[src/rtl/decoder_pkg.sv]
// Shared decoder definitions: top-level state-bus encodings, frame geometry
// and the input-side controller state type.
package decoder_pkg;

  // Top-level decoder state bus
  localparam int unsigned STATE_WIDTH = 8;
  localparam logic [STATE_WIDTH-1:0] INPUT_STATE       = 8'd1;
  localparam logic [STATE_WIDTH-1:0] OUTPUT_WAIT_STATE = 8'd2;
  localparam logic [STATE_WIDTH-1:0] OUTPUT_STATE      = 8'd3;

  // Frame geometry
  localparam int unsigned CODE_LENGTH         = 1024;
  localparam int unsigned ADDR_WIDTH          = 10;
  localparam int unsigned DATA_WIDTH          = 8;
  localparam int unsigned INNER_COUNTER_WIDTH = 11;

  // Input controller FSM
  typedef enum logic [1:0] {
    IDLE  = 2'd0,
    RECV  = 2'd1,
    DRAIN = 2'd2,
    DONE  = 2'd3
  } in_fsm_t;

endpackage

[src/rtl/input_controller.sv]
// AXI4-Stream slave that stores one frame of CODE_LENGTH channel LLRs into the
// input buffer BRAM and pulses input_done when the frame is complete.
// Reception is only allowed while the top-level state bus equals INPUT_STATE.
// Optional tlast framing check: define INPUT_TLAST_CHECK_EN.
module input_controller #(
  parameter int unsigned CODE_LENGTH         = decoder_pkg::CODE_LENGTH,
  parameter int unsigned ADDR_WIDTH          = decoder_pkg::ADDR_WIDTH,
  parameter int unsigned DATA_WIDTH          = decoder_pkg::DATA_WIDTH,
  parameter int unsigned STATE_WIDTH         = decoder_pkg::STATE_WIDTH,
  parameter logic [STATE_WIDTH-1:0] INPUT_STATE = decoder_pkg::INPUT_STATE,
  parameter int unsigned INNER_COUNTER_WIDTH = decoder_pkg::INNER_COUNTER_WIDTH
) (
  input  logic                   clk,
  input  logic                   reset,
  input  logic [STATE_WIDTH-1:0] state,
  input  logic [DATA_WIDTH-1:0]  saxis_tdata,
  input  logic                   saxis_tvalid,
  input  logic                   saxis_tlast,
  output logic                   saxis_tready,
  output logic [DATA_WIDTH-1:0]  data_to_input_buffer_bram,
  output logic [ADDR_WIDTH-1:0]  addr_to_input_buffer_bram,
  output logic                   write_enable_to_input_buffer_bram,
  output logic                   input_done,
  output logic                   frame_error
);

  import decoder_pkg::*;

  localparam logic [INNER_COUNTER_WIDTH-1:0] LP_LAST_BEAT =
    INNER_COUNTER_WIDTH'(CODE_LENGTH - 1);
  localparam logic [INNER_COUNTER_WIDTH-1:0] LP_FULL =
    INNER_COUNTER_WIDTH'(CODE_LENGTH);

  in_fsm_t                        r_fsm;
  logic [INNER_COUNTER_WIDTH-1:0] r_counter;
  logic                           r_we;
  logic [ADDR_WIDTH-1:0]          r_addr;
  logic [DATA_WIDTH-1:0]          r_data;
  logic                           r_done;

  logic w_armed;
  logic w_tready;
  logic w_hs;
  logic w_last_beat;
  logic w_counter_full;

  // Handshake qualification; tready drops combinationally with the state bus
  always_comb begin
    w_armed        = (state == INPUT_STATE);
    w_tready       = ((r_fsm == RECV) || (r_fsm == DRAIN)) && w_armed;
    w_hs           = saxis_tvalid && w_tready;
    w_last_beat    = (r_counter == LP_LAST_BEAT);
    w_counter_full = (r_counter == LP_FULL);
  end

`ifdef INPUT_TLAST_CHECK_EN
  logic r_frame_error;

  // Sticky framing error, cleared when a new frame is armed
  always_ff @(posedge clk or negedge reset) begin
    if (!reset) begin
      r_frame_error <= 1'b0;
    end else begin
      unique case (r_fsm)
        IDLE: begin
          if (w_armed) begin
            r_frame_error <= 1'b0;
          end
        end
        RECV: begin
          // Missing tlast on the final beat, or tlast before the final beat
          if (w_armed && w_hs && !w_counter_full &&
              (w_last_beat != saxis_tlast)) begin
            r_frame_error <= 1'b1;
          end
        end
        default: begin
          r_frame_error <= r_frame_error;
        end
      endcase
    end
  end

  assign frame_error = r_frame_error;
`else
  assign frame_error = 1'b0;
`endif

  // Frame FSM, beat counter and registered BRAM write port
  always_ff @(posedge clk or negedge reset) begin
    if (!reset) begin
      r_fsm     <= IDLE;
      r_counter <= '0;
      r_we      <= 1'b0;
      r_addr    <= '0;
      r_data    <= '0;
      r_done    <= 1'b0;
    end else begin
      r_we   <= 1'b0;
      r_done <= 1'b0;
      unique case (r_fsm)
        IDLE: begin
          if (w_armed) begin
            r_fsm     <= RECV;
            r_counter <= '0;
          end
        end
        RECV: begin
          if (!w_armed) begin
            r_fsm <= IDLE;
          end else if (w_hs) begin
            if (!w_counter_full) begin
              r_we      <= 1'b1;
              r_addr    <= r_counter[ADDR_WIDTH-1:0];
              r_data    <= saxis_tdata;
              r_counter <= r_counter + 1'b1;
            end
`ifdef INPUT_TLAST_CHECK_EN
            if (w_last_beat) begin
              if (saxis_tlast) begin
                r_fsm  <= DONE;
                r_done <= 1'b1;
              end else begin
                r_fsm <= DRAIN;
              end
            end else if (saxis_tlast) begin
              r_fsm  <= DONE;
              r_done <= 1'b1;
            end
`else
            if (w_last_beat) begin
              r_fsm  <= DONE;
              r_done <= 1'b1;
            end
`endif
          end
        end
        DRAIN: begin
          // Overrun beats are consumed but never written
          if (!w_armed) begin
            r_fsm <= IDLE;
          end else if (w_hs && saxis_tlast) begin
            r_fsm  <= DONE;
            r_done <= 1'b1;
          end
        end
        DONE: begin
          if (!w_armed) begin
            r_fsm <= IDLE;
          end
        end
        default: begin
          r_fsm <= IDLE;
        end
      endcase
    end
  end

  assign saxis_tready                      = w_tready;
  assign data_to_input_buffer_bram         = r_data;
  assign addr_to_input_buffer_bram         = r_addr;
  assign write_enable_to_input_buffer_bram = r_we;
  assign input_done                        = r_done;

endmodule

[config.mk]
export PLATFORM = sky130hd
export DESIGN_NAME = input_controller
export DESIGN_NICKNAME = d
export VERILOG_FILES = /design/src/rtl/decoder_pkg.sv /design/src/rtl/input_controller.sv
export SDC_FILE = /design/constraint.sdc
export NUM_CORES = 1
export LEC_CHECK = 0
export ABC_AREA = 1
export CAP_MARGIN = 5
export CORE_ASPECT_RATIO = 1.5
export CORE_MARGIN = 2
export CORE_UTILIZATION = 45
export CTS_CLUSTER_SIZE = 12
export DETAILED_ROUTE_END_ITERATION = 12
export HOLD_SLACK_MARGIN = 0.1
export PLACE_DENSITY = 0.81
export SETUP_SLACK_MARGIN = 0.2
export SLEW_MARGIN = 0
export SYNTH_ARGS = -nofsm -noshare
export SYNTH_HDL_FRONTEND = slang
export SYNTH_SLANG_ARGS = --single-unit
[constraint.sdc]
create_clock -name clk -period 2.18 [get_ports clk]
set_input_delay 0.436 -clock clk [delete_from_list [all_inputs] [get_ports clk]]
set_output_delay 0.436 -clock clk [all_outputs]
set_load 0.01 [all_outputs]
# Word level (Yosys, flattened, before mapping)
# Cells that the tools add are included.
# totals
register_bits,33
latch_bits,0
ramBits,0
romBits,0
input_bits,20
elab_cells,54
n_memories,0
# op_classes
n_addsub,1
multipliers,0
n_div,0
order_cmp,0
n_eq_ne,14
shifts,0
mux,23
bitwise,1
n_reduce_logical,9
# op_table
cell,count
two-way mux 11 bit,4
one-hot mux 11 bit (2 select lines),1
two-way mux 2 bit,7
adder 11 x 1 -> 11 bit (second input constant),1
== test 11 x 10 -> 1 bit (second input constant),1
== test 11 bit (second input constant),1
!= test 2 bit (second input constant),5
AND reduction 5 bit,2
two-way mux 1 bit,9
== test 8 x 1 -> 1 bit (second input constant),1
one-hot mux 2 bit (4 select lines),1
!= test 3 bit (second input constant),2
== test 2 bit (second input constant),2
AND reduction 4 bit,1
logical AND 1 bit,3
!= test 3 x 2 -> 1 bit (second input constant),1
== test 2 x 1 -> 1 bit (second input constant),1
logical NOT 2 bit,1
one-hot mux 1 bit (2 select lines),1
nonzero test 2 bit,1
logical OR 1 bit,1
inverter 1 bit,1

# Longest topological paths before layout
# depth
depth_word,8
mapped_depth,12
ltp_nobuf,11

# Least setup slack after synthesis
# No wires, ideal clock.
# synth_timing
path_type,input-to-reg
start,input state[3]
end,register r_counter[8]
setup_ns,0.119
arrival_ns,1.400
required_ns,2.061
slack_ns,0.661
stages,11
cell_sequence,nor2_1 nand2_1 nor2_4 nand2_2 clkinv_4 nand2_4 nand2_4 nand3_2 buf_4 nand2_1 nand2_1
# synth_between
elab_chain_len,5
# synth_lines
element,line,rtl
from (decl),input_controller.sv:15,"input logic [STATE_WIDTH-1:0] state,"
== test 8 x 1 -> 1 bit,input_controller.sv:49,w_armed = (state == INPUT_STATE);
logical AND 1 bit,input_controller.sv:50,w_tready = ((r_fsm == RECV) || (r_fsm == DRAIN)) && w_armed;
named net saxis_tready,input_controller.sv:19,"output logic saxis_tready,"
logical AND 1 bit,input_controller.sv:51,w_hs = saxis_tvalid && w_tready;
!= test 2 bit (no source line),--,
AND reduction 5 bit (no source line),--,
to (signal assigned),input_controller.sv:116,r_counter <= r_counter + 1'b1;
to (decl),input_controller.sv:35,logic [INNER_COUNTER_WIDTH-1:0] r_counter;
# The timed path passes the listed nets, and every way through them passes these cells.
# A chain may end at the register's enable or synchronous reset.

# Worst setup path after layout
# layout_timing
start,input state[3]
end,output saxis_tready
# layout_between
elab_chain_len,2
# layout_lines
element,line
== test 8 x 1 -> 1 bit,input_controller.sv:49
logical AND 1 bit,input_controller.sv:50
to (decl),input_controller.sv:19
# Every way passes these cells.

==> flow_summary.json <==
{
  "power_w": 0.00165,
  "antenna_found_initial": 0,
  "routabilityCongestion": 0.857,
  "fin_crit_sh": 0.866,
  "die_area_um2": 4750,
  "final_cell_mix": "nand2_1 (83), clkdlybuf4s50_1 (38), dfrtp_1 (33)",
  "yosysWarnings": 0,
  "first_pass_iters": 4,
  "yosys-top-cells-area": "dfrtp_1 (44%), nand2_1 (17%), ha_1 (4.0%)",
  "place_ws_ns": -0.127,
  "p_sw_frac": 0.302,
  "final.fill_count": 356,
  "finalNonFillerCells": 337,
  "synth_cell_types": 29,
  "via_count": 1687,
  "grt_pass1_vias": 1716,
  "grt_pass1_wl_um": 7550,
  "portBuffers": 40,
  "avgSynthCellArea_um2": 7.82,
  "drc_errors": 0,
  "clk_path_buf_depth": 2,
  "outcome": "complete, no violations",
  "grt_max_degree": 34,
  "seq_area_frac_synth": 0.437,
  "overflow": 0,
  "comb_power_share": 0.256,
  "dpl_cell_area_um2": 2370,
  "cts_sinks": 33,
  "synth_nets": 268,
  "crit_type": "primary input to primary output",
  "htreeDepth": 2,
  "cts_hold_buffers": 0,
  "synthesis.area_um2": 1890,
  "drt_iter0_markers": 52,
  "fmax_ghz": 0.530,
  "dp.cells": 328,
  "final_antenna_net_count": 0,
  "fin_nets": 317,
  "critPathRequiredTime_ns": 1.74,
  "hold_viol_final": 0,
  "arrival_ns": 1.45,
  "irDropWorstVdd_mv": 0.583,
  "drt-total-wl_um": 4000,
  "grt.total_usage": 0.197,
  "fin_area_um2": 2510,
  "syn_to_final_growth_pct": 32.7,
  "worst_slack_ns": 0.293,
  "setup_viol_count_final": 0,
  "period_minus_slack_ns": 1.89,
  "synth_top_area_cell": "dfrtp_1",
  "clock_latency_ns": 0.29,
  "p_int_w": 0.00115,
  "n_antenna_cell": 0,
  "drive_above_1_share": 0.154,
  "critPathMaxFanout": 2,
  "maxSlewViolCount": 0,
  "cts_tree": "done",
  "seqPwrFrac": 0.384,
  "rsz0062_at_grt": "no",
  "power_density_nw_per_um2": 659,
  "die_width_um": 56.9,
  "clkPwrFrac": 0.360,
  "clk_pin_slew_ns": 0.07,
  "start_kind": "primary input",
  "cts-root-buf": "clkbuf_8",
  "reg2reg_depth": 10,
  "row_count": 28,
  "pin_count": 42,
  "skew_ns": 0.00552,
  "ys_async_sr_fraction": 1.00,
  "synth_edf_count": 0,
  "dpl.hpwl_um": 3010,
  "vias_per_cell": 5.01,
  "hold_depth": 2,
  "numCtsBuffers": 5,
  "yosysTopAreaCellShare": 0.437,
  "p_switching_w": 0.000500,
  "hp-class": "flop to flop",
  "start_util": 0.474,
  "final_common_cell": "nand2_1",
  "end_kind": "primary output",
  "synth_ff_type": "dfrtp_1",
  "multiInputGateArea_um2": 923,
  "ys_ff_latch": 33,
  "maxCapViolations": 0,
  "wl_per_cell_um": 11.9,
  "die-height_um": 83.4,
  "syn_inst": 242,
  "p_leak_nw": 1.22,
  "regArea_um2": 826,
  "core_area_um2": 3990
}
==> cell type report <==
cell class,instances,area share
multi-input combinational,176,0.368
sequential,33,0.329
timing repair buffer,48,0.192
inverter,27,0.0424
clock buffer,7,0.0344
tap,45,0.0224
clock inverter,1,0.0120
==> synthesized netlist by cell type, types with 2 or more instances <==
| library cell | number |
|---|---|
| nor2_1 | 19 |
| nand2_4 | 2 |
| nor3_4 | 2 |
| nand4_1 | 12 |
| buf_4 | 2 |
| buf_6 | 3 |
| ha_1 | 6 |
| xor2_1 | 3 |
| nand2_1 | 84 |
| inv_2 | 7 |
| nand3_1 | 13 |
| a21oi_1 | 2 |
| nand2_2 | 9 |
| o21ai_1 | 10 |
| dfrtp_1 | 33 |
| nor2_2 | 3 |
| o21ai_0 | 2 |
| inv_1 | 19 |
==> per-stage QoR <==
step	hold WS, ns	utilization	setup TNS (ns)
floorplan	0.140	-	0
global placement	0.472	0.594	-0.114
detailed placement	0.475	0.594	-0.127
CTS	0.494	0.624	0
global route	0.525	0.629	0
finish	0.487	0.629	0
==> flip-flops by register name, summed over array words and instances, names as in the netlist <==
signal and cells:
input_done 1, r_counter 11, write_enable_to_input_buffer_bram 1, addr_to_input_buffer_bram 10
r_fsm 2, data_to_input_buffer_bram 8
==> power by group through the flow <==
stage | registers (W) | clock network (W) | logic (W)
after floorplan | 0.000651 | 0 | 0.000251
final | 0.000635 | 0.000596 | 0.000423
after detailed placement | 0.000653 | 0 | 0.000388
after global routing | 0.000635 | 0.000631 | 0.000476
after CTS | 0.000635 | 0.000607 | 0.000407
after global placement | 0.000651 | 0 | 0.000376
==> per-layer routing <==
metal	GRT usage	vias to the layer above	routed length, um
met5	0	-	0
met4	0.0698	0	66
met3	0.0280	7	105
met2	0.373	29	2300
met1	0.214	794	1520
li1	-	857	-
==> cells by family after synthesis <==
| family | count (synthesis) | share of synthesized area |
|---|---|---|
| flip-flops | 33 | 0.437 |
| other | 1 | 0.00198 |
| AO/OA/AOI/OAI | 15 | 0.0410 |
| buffers and inverters | 33 | 0.0847 |
| adder cells (fa/ha/maj) | 6 | 0.0397 |
| XOR/XNOR | 4 | 0.0185 |
| AND/OR/NAND/NOR | 150 | 0.378 |
==> what timing repair did <==
| action | 4_1_cts | 5_1_grt |
|---|---|---|
| setup buffers | 1 | 0 |
| pin swaps | 0 | 2 |
| endpoints found under the hold margin | 0 | 0 |
| resized for setup | 5 | 4 |
| endpoints found under the setup margin | 1 | 12 |
==> worst max-delay path, cell delays in order <==
cell and delay [ns]:
clkdlybuf4s50_1 0.42, nor2_2 0.15, nand2_2 0.08, nor2_4 0.13, nand2_4 0.07, clkinv_4 0.05
buf_2 0.11
==> path summary, 6_finish.rpt <==
check | start | end | slack (ns)
max in group asynchronous | reset | data_to_input_buffer_bram[5] | 1.33
worst min register to register | data_to_input_buffer_bram[4] | data_to_input_buffer_bram[4] | 0.49
worst min-delay path | data_to_input_buffer_bram[4] | data_to_input_buffer_bram[4] | 0.49
min in group asynchronous | reset | r_counter[8] | 0.55
worst max-delay path | state[3] | saxis_tready | 0.29
worst max register to register | r_fsm[1] | r_counter[5] | 0.43
No activity file was read; power rests on OpenSTA's default activity.
